$ cat config.mk
export PLATFORM = sky130hd
export DESIGN_NAME = pit8253_lite
export DESIGN_NICKNAME = d
export VERILOG_FILES = /design/src/rtl/pit8253_lite_pkg.sv /design/src/rtl/pit8253_lite_channel.sv /design/src/rtl/pit8253_lite.sv
export SDC_FILE = /design/constraint.sdc
export NUM_CORES = 1
export LEC_CHECK = 0
export ABC_AREA = 1
export ABC_CLOCK_PERIOD_IN_PS = 3600
export CAP_MARGIN = 20
export CORE_MARGIN = 3
export CORE_UTILIZATION = 60
export DETAILED_ROUTE_END_ITERATION = 7
export DONT_BUFFER_PORTS = 1
export PLACE_DENSITY_LB_ADDON = 0.15
export SLEW_MARGIN = 5
export SYNTH_ARGS = -nofsm -noshare
export SYNTH_HDL_FRONTEND = slang
export SYNTH_SLANG_ARGS = --single-unit
$ cat constraint.sdc
create_clock -name clock -period 3.6 [get_ports clock]
set_input_delay 0.72 -clock clock [delete_from_list [all_inputs] [get_ports clock]]
set_output_delay 0.72 -clock clock [all_outputs]
set_load 0.005 [all_outputs]
$ cat src/rtl/pit8253_lite_pkg.sv
// Shared constants for the lite 8253 timer: counter modes, read/write
// access encodings, port offsets and the control-word mode mapping.
package pit_pkg;

    // Counter modes actually implemented
    localparam logic [1:0] MODE_IRQ  = 2'd0;
    localparam logic [1:0] MODE_RATE = 2'd2;
    localparam logic [1:0] MODE_SQW  = 2'd3;

    // RW field of the control word
    localparam logic [1:0] RW_LATCH = 2'd0;
    localparam logic [1:0] RW_LSB   = 2'd1;
    localparam logic [1:0] RW_MSB   = 2'd2;
    localparam logic [1:0] RW_WORD  = 2'd3;

    // Port offsets from BASE
    localparam logic [1:0] OFF_CH0  = 2'd0;
    localparam logic [1:0] OFF_CH1  = 2'd1;
    localparam logic [1:0] OFF_CH2  = 2'd2;
    localparam logic [1:0] OFF_CTRL = 2'd3;

    // M=2/6 -> rate generator, M=3/7 -> square wave, everything else -> mode 0
    function automatic logic [1:0] map_mode(input logic [2:0] m);
        return m[1] ? m[1:0] : MODE_IRQ;
    endfunction

endpackage

$ cat src/rtl/pit8253_lite_channel.sv
// One 16-bit down-counter channel: reload register, mode, byte-order
// flip-flops, count latch and output. Strobes arrive already decoded for
// this channel; ce gates every state change. rd and the write strobes are
// never active together.
module pit_channel
    import pit_pkg::*;
(
    input  logic       clock,
    input  logic       reset_n,
    input  logic       ce,
    input  logic       tick,
    input  logic       gate,
    input  logic       ctrl_wr,
    input  logic       data_wr,
    input  logic       rd,
    input  logic [7:0] din,
    output logic [7:0] dout,
    output logic       out
);

    logic [15:0] count_q, count_d;
    logic [15:0] reload_q, reload_d;
    logic [15:0] latch_q, latch_d;
    logic [1:0]  mode_q, mode_d;
    logic [1:0]  rw_q, rw_d;
    logic        armed_q, armed_d;
    logic        wff_q, wff_d;
    logic        rff_q, rff_d;
    logic        latched_q, latched_d;
    logic        out_q, out_d;
    logic        load_pending_q, load_pending_d;
    logic        gate_q, gate_d;

    logic        wr_done;
    logic        step;
    logic        rd_msb;
    logic [15:0] rd_src;

    // Read data: latched snapshot takes precedence over the live count
    always_comb begin
        rd_src = latched_q ? latch_q : count_q;
        rd_msb = (rw_q == RW_MSB) || ((rw_q == RW_WORD) && rff_q);
        dout   = rd_msb ? rd_src[15:8] : rd_src[7:0];
    end

    // Next state: control/data writes and reads first, then the count step
    always_comb begin
        count_d        = count_q;
        reload_d       = reload_q;
        latch_d        = latch_q;
        mode_d         = mode_q;
        rw_d           = rw_q;
        armed_d        = armed_q;
        wff_d          = wff_q;
        rff_d          = rff_q;
        latched_d      = latched_q;
        out_d          = out_q;
        load_pending_d = load_pending_q;
        gate_d         = ce ? gate : gate_q;
        wr_done        = 1'b0;

        if (ce && ctrl_wr) begin
            if (din[5:4] == RW_LATCH) begin
                // A second latch command is ignored until the latch is read out
                if (!latched_q) begin
                    latch_d   = count_q;
                    latched_d = 1'b1;
                end
            end else begin
                rw_d           = din[5:4];
                mode_d         = map_mode(din[3:1]);
                wff_d          = 1'b0;
                rff_d          = 1'b0;
                latched_d      = 1'b0;
                armed_d        = 1'b0;
                load_pending_d = 1'b0;
                out_d          = (map_mode(din[3:1]) != MODE_IRQ);
            end
        end else if (ce && data_wr) begin
            case (rw_q)
                RW_LSB: begin
                    reload_d = {8'h00, din};
                    wr_done  = 1'b1;
                end
                RW_MSB: begin
                    reload_d = {din, 8'h00};
                    wr_done  = 1'b1;
                end
                default: begin
                    if (!wff_q) begin
                        reload_d[7:0] = din;
                        wff_d         = 1'b1;
                    end else begin
                        reload_d[15:8] = din;
                        wff_d          = 1'b0;
                        wr_done        = 1'b1;
                    end
                end
            endcase
            if (wr_done) begin
                load_pending_d = 1'b1;
                if (mode_q == MODE_IRQ) begin
                    out_d = 1'b0;
                end
            end
        end else if (ce && rd) begin
            if (rw_q == RW_WORD) begin
                rff_d = !rff_q;
            end
            if (latched_q && ((rw_q != RW_WORD) || rff_q)) begin
                latched_d = 1'b0;
            end
        end

        // A control write or a completing reload on this clock swallows the tick
        step = ce && tick && gate && !ctrl_wr && !wr_done;

        if (step) begin
            if (load_pending_q) begin
                count_d        = (mode_q == MODE_SQW) ? {reload_q[15:1], 1'b0} : reload_q;
                load_pending_d = 1'b0;
                armed_d        = 1'b1;
            end else if (armed_q) begin
                case (mode_q)
                    MODE_RATE: begin
                        if (count_q == 16'd2) begin
                            count_d = 16'd1;
                            out_d   = 1'b0;
                        end else if (count_q == 16'd1) begin
                            count_d = reload_q;
                            out_d   = 1'b1;
                        end else begin
                            count_d = count_q - 16'd1;
                        end
                    end
                    MODE_SQW: begin
                        if (count_q == 16'd2) begin
                            count_d = reload_q & 16'hFFFE;
                            out_d   = !out_q;
                        end else begin
                            count_d = count_q - 16'd2;
                        end
                    end
                    default: begin
                        if (count_q == 16'd1) begin
                            out_d = 1'b1;
                        end
                        count_d = count_q - 16'd1;
                    end
                endcase
            end
        end

        // Gate rising edge restarts a programmed rate/square-wave counter
        if (ce && gate && !gate_q && !ctrl_wr && (mode_q != MODE_IRQ)
            && (armed_q || load_pending_q)) begin
            load_pending_d = 1'b1;
        end
    end

    // Channel state register
    always_ff @(posedge clock or negedge reset_n) begin
        if (!reset_n) begin
            count_q        <= 16'h0000;
            reload_q       <= 16'h0000;
            latch_q        <= 16'h0000;
            mode_q         <= MODE_IRQ;
            rw_q           <= RW_WORD;
            armed_q        <= 1'b0;
            wff_q          <= 1'b0;
            rff_q          <= 1'b0;
            latched_q      <= 1'b0;
            out_q          <= 1'b0;
            load_pending_q <= 1'b0;
            gate_q         <= 1'b0;
        end else begin
            count_q        <= count_d;
            reload_q       <= reload_d;
            latch_q        <= latch_d;
            mode_q         <= mode_d;
            rw_q           <= rw_d;
            armed_q        <= armed_d;
            wff_q          <= wff_d;
            rff_q          <= rff_d;
            latched_q      <= latched_d;
            out_q          <= out_d;
            load_pending_q <= load_pending_d;
            gate_q         <= gate_d;
        end
    end

    assign out = out_q;

endmodule

$ cat src/rtl/pit8253_lite.sv
// Port-mapped 8253-style interval timer: address decode for BASE..BASE+3,
// three counter channels, read mux and the registered read-data port.
// Channel 0 drives IRQ0, channel 2 (gated by gate2) drives the speaker;
// channel 1's output is brought out on out1 for observation.
module pit8253_lite
    import pit_pkg::*;
#(
    parameter logic [15:0] BASE = 16'h0040
)
(
    input  logic        clock,
    input  logic        reset_n,
    input  logic        ce,
    input  logic        tick,
    input  logic [15:0] pa,
    input  logic        pr,
    input  logic        pw,
    input  logic [7:0]  pd,
    output logic [7:0]  pout,
    output logic        psel,
    input  logic        gate2,
    output logic        out0,
    output logic        out1,
    output logic        out2
);

    logic [15:0] offset;
    logic [1:0]  reg_sel;
    logic        is_ctrl;
    logic [2:0]  ctrl_wr;
    logic [2:0]  data_wr;
    logic [2:0]  rd;
    logic [2:0]  ch_gate;
    logic [2:0]  ch_out;
    logic [7:0]  ch_dout [3];
    logic [7:0]  pout_q, pout_d;

    assign offset  = pa - BASE;
    assign psel    = (offset[15:2] == 14'd0);
    assign reg_sel = offset[1:0];
    assign is_ctrl = psel && (reg_sel == OFF_CTRL);
    assign ch_gate = {gate2, 1'b1, 1'b1};

    // Per-channel strobes; a simultaneous read and write performs the write only
    always_comb begin
        for (int i = 0; i < 3; i++) begin
            ctrl_wr[i] = pw && is_ctrl && (pd[7:6] == 2'(i));
            data_wr[i] = pw && psel && (reg_sel == 2'(i));
            rd[i]      = pr && !pw && psel && (reg_sel == 2'(i));
        end
    end

    for (genvar i = 0; i < 3; i++) begin : g_ch
        pit_channel u_ch (
            .clock   (clock),
            .reset_n (reset_n),
            .ce      (ce),
            .tick    (tick),
            .gate    (ch_gate[i]),
            .ctrl_wr (ctrl_wr[i]),
            .data_wr (data_wr[i]),
            .rd      (rd[i]),
            .din     (pd),
            .dout    (ch_dout[i]),
            .out     (ch_out[i])
        );
    end

    // Read mux; pout updates only on an accepted read and otherwise holds
    always_comb begin
        pout_d = pout_q;
        if (ce && pr && !pw && psel) begin
            case (reg_sel)
                OFF_CH0: pout_d = ch_dout[0];
                OFF_CH1: pout_d = ch_dout[1];
                OFF_CH2: pout_d = ch_dout[2];
                default: pout_d = 8'hFF;
            endcase
        end
    end

    // Registered read data, one clock after the read strobe
    always_ff @(posedge clock or negedge reset_n) begin
        if (!reset_n) begin
            pout_q <= 8'hFF;
        end else begin
            pout_q <= pout_d;
        end
    end

    assign pout = pout_q;
    assign out0 = ch_out[0];
    assign out1 = ch_out[1];
    assign out2 = ch_out[2];

endmodule

# Word level (Yosys, flattened, before mapping)
# Cells that the tools add are included.
# totals
regBits	184
input_bits	31
output_inout_bits	12
elab_cells	386
# classes
n_addsub	7
eq_ne	41
mux	163
n_bitwise	4
reduce_logical	132
# op_table
cell	n
$mux 16	18
$pmux 16 s2	6
$mux 1	125
$mux 8	9
$logic_and 1x1->1	52
$eq 16x1->1 const B	3
$eq 16x2->1 const B	3
$sub 16x1->16 const B	3
$sub 16x2->16 const B	3
$reduce_bool 2->1	19
$reduce_and 3->1	12
$eq 2x2->1 const B	15
$pmux 8 s3	1
$reduce_and 2->1	9
$sub 16x7->16 const B	1
$logic_not 1->1	15
$logic_not 14->1	1
$logic_not 2->1	6
$ne 2x1->1 const B	6
$ne 2x2->1 const B	6
$reduce_and 4->1	3
$eq 2x1->1 const B	5
$logic_or 1x1->1	9
$ne 3x3->1 const B	3
other kinds (5)	14

# Depth between registers and ports, before layout
# Gate-level depths: netlist (run 1).
# depth
ltp_word	16
ltp_mapped	15
depth_no_buf	14

# Hierarchy
# A second synthesis (run 1) with hierarchy kept.
# unflattened
hier_cells	2081
hier_area_um2	13754.4
# by_module_without_submodules
mod	instances	cells_per_inst	area_each_um2	seq_area_each_um2
pit_channel (g_ch[0].u_ch ...)	2	667	4332.9	1478.9
pit_channel (g_ch[2].u_ch)	1	631	4341.7	1478.9
pit8253_lite	1	116	747.0	210.2

# Worst setup path after synthesis (run 1)
# No wires, ideal clock.
# synth_path
path_type	input port to flip-flop
start	input port pa[4]
end	register g_ch[0].u_ch.count_q[9]
setup_time_ps	120
t_arrival_ps	2003
required_ps	3480
slack_ps	1478
path_stages	11
n_path_buf	2
cell_sequence	or2_1 -> nor2_1 -> nand3_2 -> nor2_4 -> buf_8 -> nand3_4 -> nand3_4 -> nor2_4 -> buf_6 -> nand2_1 -> o21ai_2
# synth_via
elab_chain_len	10
elab_cells_between_ends	16
cone_classes	add/sub (1); mux (2); reduce/logical (13)
# synth_rtl
item	line_no	source
start: declaration	pit8253_lite.sv:15	input logic [15:0] pa,
$sub 16x7->16 *	pit8253_lite.sv:38	assign offset = pa - BASE;
$logic_not 14->1 *	pit8253_lite.sv:39	assign psel = (offset[15:2] == 14'd0);
$logic_and 1x1->1, on equally long branches	pit8253_lite.sv:48, pit8253_lite.sv:41	
$logic_and 1x1->1, on equally long branches	pit8253_lite.sv:48, pit8253_lite.sv:47	
$logic_and 1x1->1, on equally long branches	pit8253_lite_channel.sv:79, pit8253_lite.sv:47	
$mux 1 or $logic_and 1x1->1 (tied branches)	pit8253_lite_channel.sv:79, pit8253_lite_channel.sv:62	
$mux 1	pit8253_lite_channel.sv:62	if (ce && ctrl_wr) begin
$logic_not 1->1	pit8253_lite_channel.sv:116	step = ce && tick && gate && !ctrl_wr && !wr_done;
$logic_and 1x1->1 *	pit8253_lite_channel.sv:116	
$reduce_and 2->1 (no source line) *	--	
end signal: assignment	pit8253_lite_channel.sv:177	count_q <= count_d;
end: declaration	pit8253_lite_channel.sv:21	logic [15:0] count_q, count_d;
# Every way passes the cells marked *; elsewhere a longest branch is shown, timed or not.
# A chain may end at the register's enable or synchronous reset.

# Worst setup path after layout (run 1)
# layout_path
start	register g_ch[1].u_ch.rw_q[0]
end	register g_ch[1].u_ch.count_q[9]
# layout_via
elab_chain_len	10
elab_cells_between_ends	11
cone_classes	eq/ne (2); mux (5); reduce/logical (4)
# layout_rtl
item	line_no	source
start: declaration	pit8253_lite_channel.sv:25	logic [1:0] rw_q, rw_d;
start signal: assignment	pit8253_lite_channel.sv:181	rw_q <= rw_d;
$eq 2x1->1 or $eq 2x2->1 (tied branches)	pit8253_lite_channel.sv:80	case (rw_q)
$reduce_or 2->1 (no source line) *	--	
$mux 1 *	pit8253_lite_channel.sv:80	
$mux 1 *	pit8253_lite_channel.sv:79	end else if (ce && data_wr) begin
$mux 1 *	pit8253_lite_channel.sv:62	
$mux 1 *	pit8253_lite_channel.sv:79	
$mux 1 *	pit8253_lite_channel.sv:62	
$logic_not 1->1 *	pit8253_lite_channel.sv:116	
$logic_and 1x1->1 *	pit8253_lite_channel.sv:116	
$reduce_and 2->1 (no source line) *	--	
end signal: assignment	pit8253_lite_channel.sv:177	
end: declaration	pit8253_lite_channel.sv:21	
# Every way passes the cells marked *; elsewhere a longest branch is shown, timed or not. The select of a mux whose other input is x is not followed.

==> results of run 1 <==
layer usage:
metal | vias to the layer above | GRT usage (%)
met5 | - | 0
met4 | 0 | 15.83
met3 | 82 | 6.231
met2 | 447 | 48.93
met1 | 5571 | 44.58
li1 | 5764 | -
cell type report:
| type | instances | area, sq um | area share (%) |
|---|---|---|---|
| multi-input cells | 1411 | 6867 | 52.20 |
| flip-flops and latches | 184 | 4622 | 35.14 |
| inverters | 164 | 615.6 | 4.680 |
| clock buffers | 18 | 429.2 | 3.263 |
| well taps | 270 | 337.8 | 2.568 |
| clock inverters | 14 | 160.2 | 1.218 |
| repair buffers | 11 | 122.6 | 0.9322 |
metrics by stage:
| step | power, W | cells | utilization, % |
|---|---|---|---|
| detailed placement | 0.006000 | 2038 | 61.62 |
| floorplan | 0.005279 | 1828 | - |
| global route | 0.008638 | 2072 | 64.80 |
| CTS | 0.007930 | 2070 | 64.53 |
| finish | 0.008023 | 2072 | 64.80 |
| global placement | 0.005944 | 2038 | 61.62 |
synthesized netlist by cell type, drive strengths merged:
library cell,count
nor3,8
clkinv,4
dfstp,14
xor2,57
nand2,665
nor2,185
inv,160
or2,15
o2bb2ai,1
a22o,1
and3,1
o21bai,1
nand3b,4
buf,40
nor4,2
dfrtp,170
mux2i,5
o211ai,10
nand3,122
a31oi,2
o22ai,5
o21a,1
nand4,16
a21oi,54
xnor2,4
a22oi,2
ha,24
o22a,5
clkbuf,29
o21ai,220
o31ai,1
sequential cells by signal, summed over array words and instances (netlist names):
register	cells
g_ch.u_ch.armed_q	3
g_ch.u_ch.count_q	48
g_ch.u_ch.gate_q	2
g_ch.u_ch.latch_q	48
g_ch.u_ch.latched_q	3
g_ch.u_ch.load_pending_q	3
g_ch.u_ch.mode_q	6
g_ch.u_ch.out	3
g_ch.u_ch.reload_q	48
g_ch.u_ch.rff_q	3
g_ch.u_ch.rw_q	6
g_ch.u_ch.wff_q	3
pout	8
cells by family (layout without fill, tap and decap cells):
group	Yosys count	in the layout	share of synthesized area (%)
AOI/OAI and AO/OA	303	303	13.08
xor gates and xnor gates	61	61	4.288
adders and majority gates	24	24	2.410
buffers and inverters	233	207	7.802
DFF	184	184	37.09
muxes	5	5	0.4017
and+or+nand+nor	1018	1018	34.92
critical path: stages, from the launching register on:
cell and delay [ns]:
dfstp_2 0.56, inv_1 0.05, ha_1 0.32, inv_1 0.07
nor2_1 0.11, inv_1 0.09, nand3_2 0.15, nand3_2 0.14
nor2_2 0.66, inv_2 0.31, nand2_1 0.14, nand2_1 0.06
path summary, 6_finish.rpt:
check	from	endpoint	cells after the start
worst max register to register	g_ch[1].u_ch.rw_q[0]$_DFFE_PN1P_	g_ch[1].u_ch.count_q[9]$_DFFE_PN0P_	11
max in group asynchronous	reset_n	g_ch[2].u_ch.count_q[14]$_DFFE_PN0P_	1
worst max-delay path	g_ch[1].u_ch.rw_q[0]$_DFFE_PN1P_	g_ch[1].u_ch.count_q[9]$_DFFE_PN0P_	11
worst min register to register	pout[2]$_DFFE_PN1P_	pout[2]$_DFFE_PN1P_	2
worst min-delay path	reset_n	pout[5]$_DFFE_PN1P_	0
min in group clock	ce	g_ch[0].u_ch.gate_q$_DFFE_PN0P_	1
power by group through the flow:
stage	sequential, W	clock (W)	combinational [W]
floorplan	0.00254	0	0.00274
global placement	0.00273	0	0.00321
detailed placement	0.00273	0	0.00327
CTS	0.00270	0.00194	0.00329
global route	0.00275	0.00202	0.00386
finish	0.00272	0.00193	0.00338
==> results by group, run 1 <==
Status
  • Outcome: finished clean

Place
  • RePlAce Congestion: about 0.92
  • Post-DP Area: roughly 13000 sq um
  • DP Worst Slack: between 0.7 and 0.8 ns
  • Number of I/O port buffers: 0
  • DP HPWL: 25.85 mm

CTS
  • Sink Count: 184
  • CTS tree: done
  • Clock slew at reported path FFs: around 0.080 ns
  • Clock insertion delay at the later pin of the skew report: around 0.45 ns
  • CTS H-tree lvls: 4
  • Root buf cell: clkbuf_16
  • Clock tree buffer depth: 2
  • Post-CTS Setup Bufs: 0
  • Post-CTS resize count: 0
  • Total CTS buffers: 17

Final layout
  • Layout Nets: 1844
  • Filler cells: between 1500 and 2000
  • Antenna Diode Count: 0
  • Share of cells above drive strength 1: 8.102%
  • Fin area: roughly 13000 sq um
  • Synth-to-layout area growth: 5.563%
  • Most common cell after layout, fill and taps aside: nand2_1
  • Most frequent cells in the layout: nand2_1 (647), dfrtp_1 (170), nor2_1 (161)

Worst setup path
  • Setup crit end kind: flip-flop
  • Critical path arrival: between 3 and 4 ns
  • Kind of critical path: reg -> reg
  • Crit path required time: 3.94 ns
  • Crit path launch type: flip-flop
  • Max Fanout on Critical Path: 17
  • Flop2flop setup slack: 0.82 ns

Synthesis
  • Number of synthesis warnings: 0
  • Leading area contributor after synthesis: dfrtp_1
  • Syn_area_per_cell: just under 7 sq um
  • Post-Syn Area: 12460 sq um
  • Distinct cells, synth: 49
  • Sequential area share after synthesis: 37.09%
  • Yosys reg bits: 184
  • Syn Inst Count: roughly 1800
  • Cells taking the most area after synthesis: dfrtp_1 (34%), nand2_1 (19%), o21ai_0 (5.6%)
  • Net Count, Synth: between 1500 and 2000
  • Yosys top cell area share: 34.14%

Drt
  • TritonRoute pass-1 iters: 6
  • Met1 WL: 15.54 mm
  • Routed Antenna Nets: 0
  • Routed wire length: around 36 mm
  • Residual DRC: 0
  • Top Layer Used: met4
  • Vias: 11860
  • Via/cell ratio: 5.726
  • WL/cell: 17.35 um
  • Met2 Wirelength: 15.75 mm
  • Iter 0 DRT Violations: 1171
  • Met3 wire length: 2.919 mm

GRT
  • First-pass GRT wire length: 57.01 mm
  • GR Util All Layers: 32.30%
  • Grt ovf: 0
  • Vias in the first global route: 10860
  • Pin count of the biggest net entering global routing: 185
  • Initial antenna violation count: 0

Power
  • P_sw: 0.003576 W
  • Comb power frac: 42.1%
  • Worst vdd ir: 441.8 uV
  • Power per cell area: 609.9 nW/um^2
  • Sequential power share: 33.9%
  • Leak: 6.698 nW
  • Clk network pwr share: a little under a quarter
  • Int Power: between 0.004 and 0.005 W
  • Sw Share: 44.57%

Floorplanning
  • Die X: 150.1 um
  • Die footprint: between 20000 and 25000 sq um
  • I/O pin cnt: 43
  • Row count: 52
  • Die height: 150.1 um
  • Core Region: 20300 sq um
  • Initial Utilization: between 60% and 70%

STA
  • Final setup fails: 0
  • Fin crit share: 77.28%
  • Max Fclk: 0.3595 GHz
  • Fin crit period: 2.782 ns
  • Clock Skew: 0.01141 ns
  • Worst hold margin: between 0.1 and 0.15 ns
  • Pins Over Slew Limit: 0
  • Relative slew slack: ~36%
  • RSZ-0062 raised after global routing: false
  • Hold Fails Final Rpt: 0
  • Final setup margin: 0.8180 ns
  • Worst slew pin tran: 0.9593 ns
  • Setup TNS Final: 0 ns

Worst hold path
  • Hold crit path type: in -> async

Flow run
  • Max-cap viol count: 0
Power figures use the tool's default switching activity.
==> run 2, diff against run 1 <==
--- a/config.mk
+++ b/config.mk
@@ -6,7 +6,7 @@
 export NUM_CORES = 1
 export LEC_CHECK = 0
 export ABC_AREA = 1
-export ABC_CLOCK_PERIOD_IN_PS = 3600
+export ABC_CLOCK_PERIOD_IN_PS = 2800
 export CAP_MARGIN = 20
 export CORE_MARGIN = 3
 export CORE_UTILIZATION = 60
==> constraint.sdc (replaced) <==
create_clock -name clock -period 2.8 [get_ports clock]
set_input_delay 0.56 -clock clock [delete_from_list [all_inputs] [get_ports clock]]
set_output_delay 0.56 -clock clock [all_outputs]
set_load 0.005 [all_outputs]
==> results by group, run 2 (synthesis results as in run 1) <==
Worst setup path
  • Crit path required time: 3.13 ns (-0.81 ns)
  • Slowest cell on crit path: nor2_4
  • Reg-to-Reg End: g_ch[0].u_ch.count_q[10]$_DFFE_PN0P_
  • Setup crit end kind: flip-flop
  • Max Fanout on Critical Path: 22 (+5)
  • Top delay family on crit path: simple AND/OR/NAND/NOR gates
  • Path depth of the worst reg2reg path: 11 (unchanged)
  • Slowest stage delay, CP: 0.58 ns (-0.08 ns)
  • Flop2flop setup slack: 0.24 ns (-0.58 ns)
  • Crit path buf inv count: 4 (unchanged)
  • Top cell by count, worst path: inv_1
  • Kind of critical path: reg -> reg
  • Worst R2R Start: g_ch[0].u_ch.rw_q[0]$_DFFE_PN1P_
  • Critical path arrival: 2.89 ns (-0.23 ns)
  • Crit path launch type: flip-flop
  • Worst path cell trace: inv_1, ha_1, inv_1, nor2_1, inv_1, nand3_4, nand3_4, nor2_4, inv_2, nand2_1, nand2_1

Floorplanning
  • Die X: 150.1 um (unchanged)
  • I/O pin cnt: 43 (unchanged)
  • Die footprint: 22530 sq um (unchanged)
  • Core Region: 20300 sq um (unchanged)
  • Row count: 52 (unchanged)
  • Die height: 150.1 um (unchanged)
  • Initial Utilization: 61.38% (unchanged)

Final layout
  • Synth-to-layout area growth: 5.764%
  • Most frequent cells in the layout: nand2_1 (647), dfrtp_1 (170), nor2_1 (161)
  • Most common cell after layout, fill and taps aside: nand2_1
  • Fin area: 13180 sq um (+0.19%)
  • Final core occ: 64.92% (+0.12 points)
  • Largest registers: g_ch.u_ch.count_q x48, g_ch.u_ch.latch_q x48, g_ch.u_ch.reload_q x48
  • Layout Nets: 1856 (+0.65%)
  • Filler cells: 1801 (-1.7%)
  • Share of cells above drive strength 1: 8.655% (+0.55 points)

STA
  • RSZ-0062 raised after global routing: false
  • Clock Skew: 0.01320 ns (+0.001787 ns)
  • Fin crit period: 2.558 ns (-0.2242 ns)
  • Worst hold margin: -0.1881 ns (-0.3017 ns)
  • Worst slew pin tran: 0.7341 ns (-0.2252 ns)
  • Setup TNS Final: 0 ns (unchanged)
  • Final setup fails: 0 (unchanged)
  • Final setup margin: 0.2422 ns (-0.5758 ns)
  • Fin crit share: 91.35% (+14 points)
  • Pins Over Slew Limit: 0 (unchanged)
  • Hold Fails Final Rpt: 170 (+170)
  • Relative slew slack: 50.95% (+15 points)
  • Max Fclk: 0.3910 GHz (+8.8%)

Power
  • Worst vdd ir: 646.5 uV (+46%)
  • Power consumption: 0.01023 W (+28%)
  • Leak: 6.726 nW (+0.41%)
  • Power per cell area: 776.3 nW/um^2 (+27%)

CTS
  • CTS tree: done
  • CTS H-tree lvls: 4 (unchanged)
  • Clock slew at reported path FFs: 0.08 ns (about the same)
  • Clock tree buffer depth: 2 (unchanged)
  • Root buf cell: clkbuf_16
  • Total CTS buffers: 17 (unchanged)
  • Clock insertion delay at the later pin of the skew report: 0.44 ns (about the same)
  • Sink Count: 184 (unchanged)
  • Post-CTS resize count: 0 (unchanged)

Drt
  • Iter 0 DRT Violations: 1195 (+2.0%)
  • Residual DRC: 0 (unchanged)
  • Routed Antenna Nets: 0 (unchanged)
  • Routed wire length: 35.52 mm (-1.2%)
  • WL/cell: 17.04 um (-1.8%)
  • TritonRoute pass-1 iters: 6 (unchanged)
  • Via/cell ratio: 5.624 (-1.8%)
  • Vias: 11730 (-1.2%)

Flow run
  • Max-cap viol count: 0 (unchanged)

Place
  • DP HPWL: 26.34 mm (+1.9%)
  • RePlAce Congestion: 0.9766 (+6.3%)
  • DP Worst Slack: 0.2834 ns (-0.4782 ns)
  • Number of I/O port buffers: 0 (unchanged)
  • Post-DP Area: 12610 sq um (+0.84%)

GRT
  • Grt ovf: 0 (unchanged)
  • Vias in the first global route: 10590 (-2.5%)
  • Pin count of the biggest net entering global routing: 185 (unchanged)
  • GR Util All Layers: 32.15% (-0.15 points)
  • First-pass GRT wire length: 56.89 mm (-0.22%)
  • Initial antenna violation count: 0 (unchanged)

Status
  • Failing checks: hold timing
  • Outcome: complete, but fails checks

Worst hold path
  • Hold crit path type: in -> async
==> run 2: changes by cell type in the layout (fill, tap and decap cells not counted), sizes merged <==
cell	delta
bufinv	-1
diode	+1
clkinv	-1
buf	+12
clkbuf	+1
inv	+1
==> run 2: repair_timing <==
| action | CTS | global route |
|---|---|---|
| endpoints found under the hold margin | 182 | 170 |
| buffers inserted | 0 | 0 |
| endpoints found under the setup margin | 0 | 0 |
==> run 2: worst register-to-register path, delay by kind of cell (launching register included) <==
family,cells,cell delay (ns)
simple gates,6,1.14
flops,1,0.56
buf+inv,4,0.44
fa+ha+maj,1,0.32
==> run 2: cell type report <==
| type | instances | area, sq um | area share [%] |
|---|---|---|---|
| Sequential cell | 184 | 4622 | 35.07 |
| Multi-Input combinational cell | 1411 | 6867 | 52.10 |
| Inverter | 164 | 615.6 | 4.671 |
| Timing Repair Buffer | 23 | 172.7 | 1.310 |
| Tap cell | 270 | 337.8 | 2.563 |
| Antenna cell | 1 | 2.502 | 0.01899 |
| Clock inverter | 13 | 128.9 | 0.9779 |
| Clock buffer | 19 | 432.9 | 3.285 |
==> run 2: power breakdown <==
group	internal [W]	total (W)	leakage, nW	switching [W]
Combinational	0.00152	0.00441	4.12	0.00289
Sequential	0.00296	0.00345	2.33	0.000493
Clock	0.00118	0.00237	0.270	0.00119
==> run 2: worst max path at each step <==
stage | endpoint | start | slack (ns) | cells past startpoint
floorplan | g_ch[1].u_ch.count_q[13]$_DFFE_PN0P_ | g_ch[1].u_ch.rw_q[0]$_DFFE_PN1P_ | 0.82 | 12
global placement | g_ch[0].u_ch.count_q[12]$_DFFE_PN0P_ | g_ch[0].u_ch.rw_q[0]$_DFFE_PN1P_ | 0.36 | 11
detailed placement | g_ch[0].u_ch.count_q[15]$_DFFE_PN0P_ | g_ch[0].u_ch.rw_q[0]$_DFFE_PN1P_ | 0.28 | 11
CTS | g_ch[0].u_ch.count_q[15]$_DFFE_PN0P_ | g_ch[0].u_ch.rw_q[0]$_DFFE_PN1P_ | 0.27 | 11
global route | g_ch[0].u_ch.count_q[10]$_DFFE_PN0P_ | g_ch[0].u_ch.rw_q[0]$_DFFE_PN1P_ | 0.08 | 11
finish | g_ch[0].u_ch.count_q[10]$_DFFE_PN0P_ | g_ch[0].u_ch.rw_q[0]$_DFFE_PN1P_ | 0.24 | 11
==> run 2: through the flow <==
| step | hold WS (ns) | instances |
|---|---|---|
| 5_1_grt | -0.2033 | 2084 |
| 6_report | -0.1881 | 2085 |
| 3_3_place_gp | 0.2691 | 2052 |
| 4_1_cts | -0.1921 | 2084 |
| 3_5_place_dp | 0.2702 | 2052 |
| 2_1_floorplan | 0.2644 | 1828 |
==> run 2: per-layer routing <==
metal  up-vias  share of wire, %  global-route usage [%]
met5         -                 0                       0
met4         0               4.0                   13.36
met3        85               8.7                   6.442
met2       490                45                   48.46
met1      5357                43                   45.46
li1       5795                 -                       -
==> run 3, diff against run 2 <==
--- a/config.mk
+++ b/config.mk
@@ -8,6 +8,7 @@
 export ABC_AREA = 1
 export ABC_CLOCK_PERIOD_IN_PS = 2800
 export CAP_MARGIN = 20
+export CORE_ASPECT_RATIO = 1.1
 export CORE_MARGIN = 3
 export CORE_UTILIZATION = 60
 export DETAILED_ROUTE_END_ITERATION = 7
==> results by group, run 3 (synthesis results as in run 1) <==
STA
  • Max Fclk: 0.3938 GHz (+0.73%)
  • Final setup fails: 0 (unchanged)
  • Worst slew pin tran: 0.7195 ns (-0.01456 ns)
  • Pins Over Slew Limit: 0 (unchanged)
  • RSZ-0062 raised after global routing: false
  • Fin crit share: 90.69% (-0.66 points)
  • Relative slew slack: 51.98% (+1.0 points)
  • Setup TNS Final: 0 ns (unchanged)
  • Fin crit period: 2.539 ns (-0.01853 ns)
  • Worst hold margin: -0.1831 ns (+0.005069 ns)
  • Hold Fails Final Rpt: 170 (unchanged)
  • Final setup margin: 0.2608 ns (+0.01853 ns)
  • Clock Skew: 0.01387 ns (+0.0006758 ns)

GRT
  • Vias in the first global route: 10920 (+3.1%)
  • GR Util All Layers: 32.05% (-0.10 points)
  • Pin count of the biggest net entering global routing: 185 (unchanged)
  • First-pass GRT wire length: 57.33 mm (+0.76%)
  • Grt ovf: 0 (unchanged)
  • Initial antenna violation count: 0 (unchanged)

Drt
  • Via/cell ratio: 5.711 (+1.5%)
  • Iter 0 DRT Violations: 1107 (-7.4%)
  • Routed wire length: 35.28 mm (-0.68%)
  • Residual DRC: 0 (unchanged)
  • WL/cell: 17.05 um (about the same)
  • Routed Antenna Nets: 0 (unchanged)
  • TritonRoute pass-1 iters: 5 (-1)
  • Vias: 11820 (+0.77%)

Status
  • Outcome: complete, but fails checks
  • Failing checks: hold timing

Power
  • Worst vdd ir: 582.7 uV (-9.9%)
  • Power consumption: 0.01045 W (+2.2%)
  • Leak: 6.779 nW (+0.79%)
  • Power per cell area: 788.8 nW/um^2 (+1.6%)

Worst setup path
  • Critical path arrival: 2.87 ns (-0.02 ns)
  • Top cell by count, worst path: inv_1
  • Setup crit end kind: flip-flop
  • Crit path launch type: flip-flop
  • Slowest stage delay, CP: 0.57 ns (about the same)
  • Worst path cell trace: inv_1, ha_1, inv_1, nor2_1, inv_1, nand3_4, nand3_4, nor2_4, inv_2, nand2_1, nand2_1
  • Crit path required time: 3.13 ns (about the same)
  • Max Fanout on Critical Path: 22 (unchanged)
  • Slowest cell on crit path: dfstp_2
  • Kind of critical path: reg -> reg

Place
  • Number of I/O port buffers: 0 (unchanged)
  • DP HPWL: 25.91 mm (-1.6%)
  • Placed Cells: 2037 (-0.73%)
  • RePlAce Congestion: 0.9942 (+1.8%)
  • DP Worst Slack: 0.2941 ns (+0.01062 ns)

Final layout
  • Most common cell after layout, fill and taps aside: nand2_1
  • Filler cells: 1773 (-1.6%)
  • Share of cells above drive strength 1: 8.916% (+0.26 points)
  • Register area: 4622 sq um (unchanged)
  • Final core occ: 65.82% (+0.89 points)
  • Antenna Diode Count: 0 (-1)
  • Synth-to-layout area growth: 6.346%
  • Most frequent cells in the layout: nand2_1 (647), dfrtp_1 (170), nor2_1 (161)
  • Multi-input gate area: 6867 sq um (unchanged)
  • Post-route non-filler standard cell count: 2069 (-0.77%)
  • Layout Nets: 1859 (+0.16%)
  • Largest registers: g_ch.u_ch.count_q x48, g_ch.u_ch.latch_q x48, g_ch.u_ch.reload_q x48

Worst hold path
  • Hold crit path type: in -> async

Floorplanning
  • Die footprint: 22540 sq um (about the same)
  • I/O pin cnt: 43 (unchanged)
  • Core Region: 20130 sq um (-0.81%)
  • Row count: 54 (+3.8%)
  • Die X: 143.4 um (-4.5%)
  • Die height: 157.1 um (+4.7%)
  • Initial Utilization: 61.89% (+0.50 points)

CTS
  • Post-CTS Setup Bufs: 0 (unchanged)
  • Root buf cell: clkbuf_16
  • CTS tree: done
  • Clock insertion delay at the later pin of the skew report: 0.44 ns (about the same)
  • CTS H-tree lvls: 4 (unchanged)
  • Sink Count: 184 (unchanged)
  • Post-CTS resize count: 0 (unchanged)
  • Clock tree buffer depth: 2 (unchanged)
  • Clock slew at reported path FFs: 0.08 ns (about the same)
  • Total CTS buffers: 17 (unchanged)

Flow run
  • Max-cap viol count: 0 (unchanged)
run 3: cell count changes in the layout (fill, tap and decap cells not counted):
cell / before / now
clkinv_8: 1 / 7
inv_12: 0 / 2
inv_8: 4 / 5
clkinv_4: 2 / 0
inv_6: 4 / 1
buf_4: 23 / 26
diode_2: 1 / 0
clkbuf_1: 2 / 0
clkinvlp_4: 2 / 0
run 3: critical path: cells and delay by family, from the launching register on:
family,cells,cell delay (ns)
adders and majority gates,1,0.32
and+or+nand+nor,6,1.12
DFF,1,0.57
buffers and inverters,4,0.42
run 3: layout make-up:
| class | instances | share of cell area (%) |
|---|---|---|
| Multi-Input combinational cell | 1411 | 51.82 |
| Sequential cell | 184 | 34.88 |
| Inverter | 164 | 4.645 |
| Clock buffer | 17 | 3.210 |
| Tap cell | 252 | 2.379 |
| Clock inverter | 15 | 1.596 |
| Timing Repair Buffer | 26 | 1.473 |
run 3: worst paths after layout:
check	start	to	slack, ns	cells past startpoint
max	g_ch[0].u_ch.rw_q[0]$_DFFE_PN1P_	g_ch[0].u_ch.count_q[6]$_DFFE_PN0P_	0.26	11
min	reset_n	g_ch[0].u_ch.count_q[10]$_DFFE_PN0P_	-0.18	0
max reg2reg	g_ch[0].u_ch.rw_q[0]$_DFFE_PN1P_	g_ch[0].u_ch.count_q[6]$_DFFE_PN0P_	0.26	11
min reg2reg	pout[7]$_DFFE_PN1P_	pout[7]$_DFFE_PN1P_	0.47	2
max in group asynchronous	reset_n	pout[2]$_DFFE_PN1P_	2.64	0
min in group clock	ce	g_ch[0].u_ch.gate_q$_DFFE_PN0P_	0.23	1
run 3: power breakdown:
group | internal (W) | total [W] | leakage (nW) | switching [W]
clock | 0.00125 | 0.00255 | 0.307 | 0.00131
sequential | 0.00296 | 0.00342 | 2.33 | 0.000467
combinational | 0.00155 | 0.00448 | 4.14 | 0.00292
run 3: metrics by stage:
stage / hold WS (ns) / instance area, sq um
2_1_floorplan: 0.2644 / 12460
3_3_place_gp: 0.2688 / 12610
3_5_place_dp: 0.2698 / 12610
4_1_cts: -0.2060 / 13250
5_1_grt: -0.1987 / 13250
6_report: -0.1831 / 13250
run 3: routing by layer:
| layer | global-route usage (%) | wire length (um) |
|---|---|---|
| met4 | 14.66 | 1627 |
| met2 | 48.85 | 15630 |
| met5 | 0 | 0 |
| met1 | 44.62 | 15130 |
| met3 | 5.804 | 2900 |
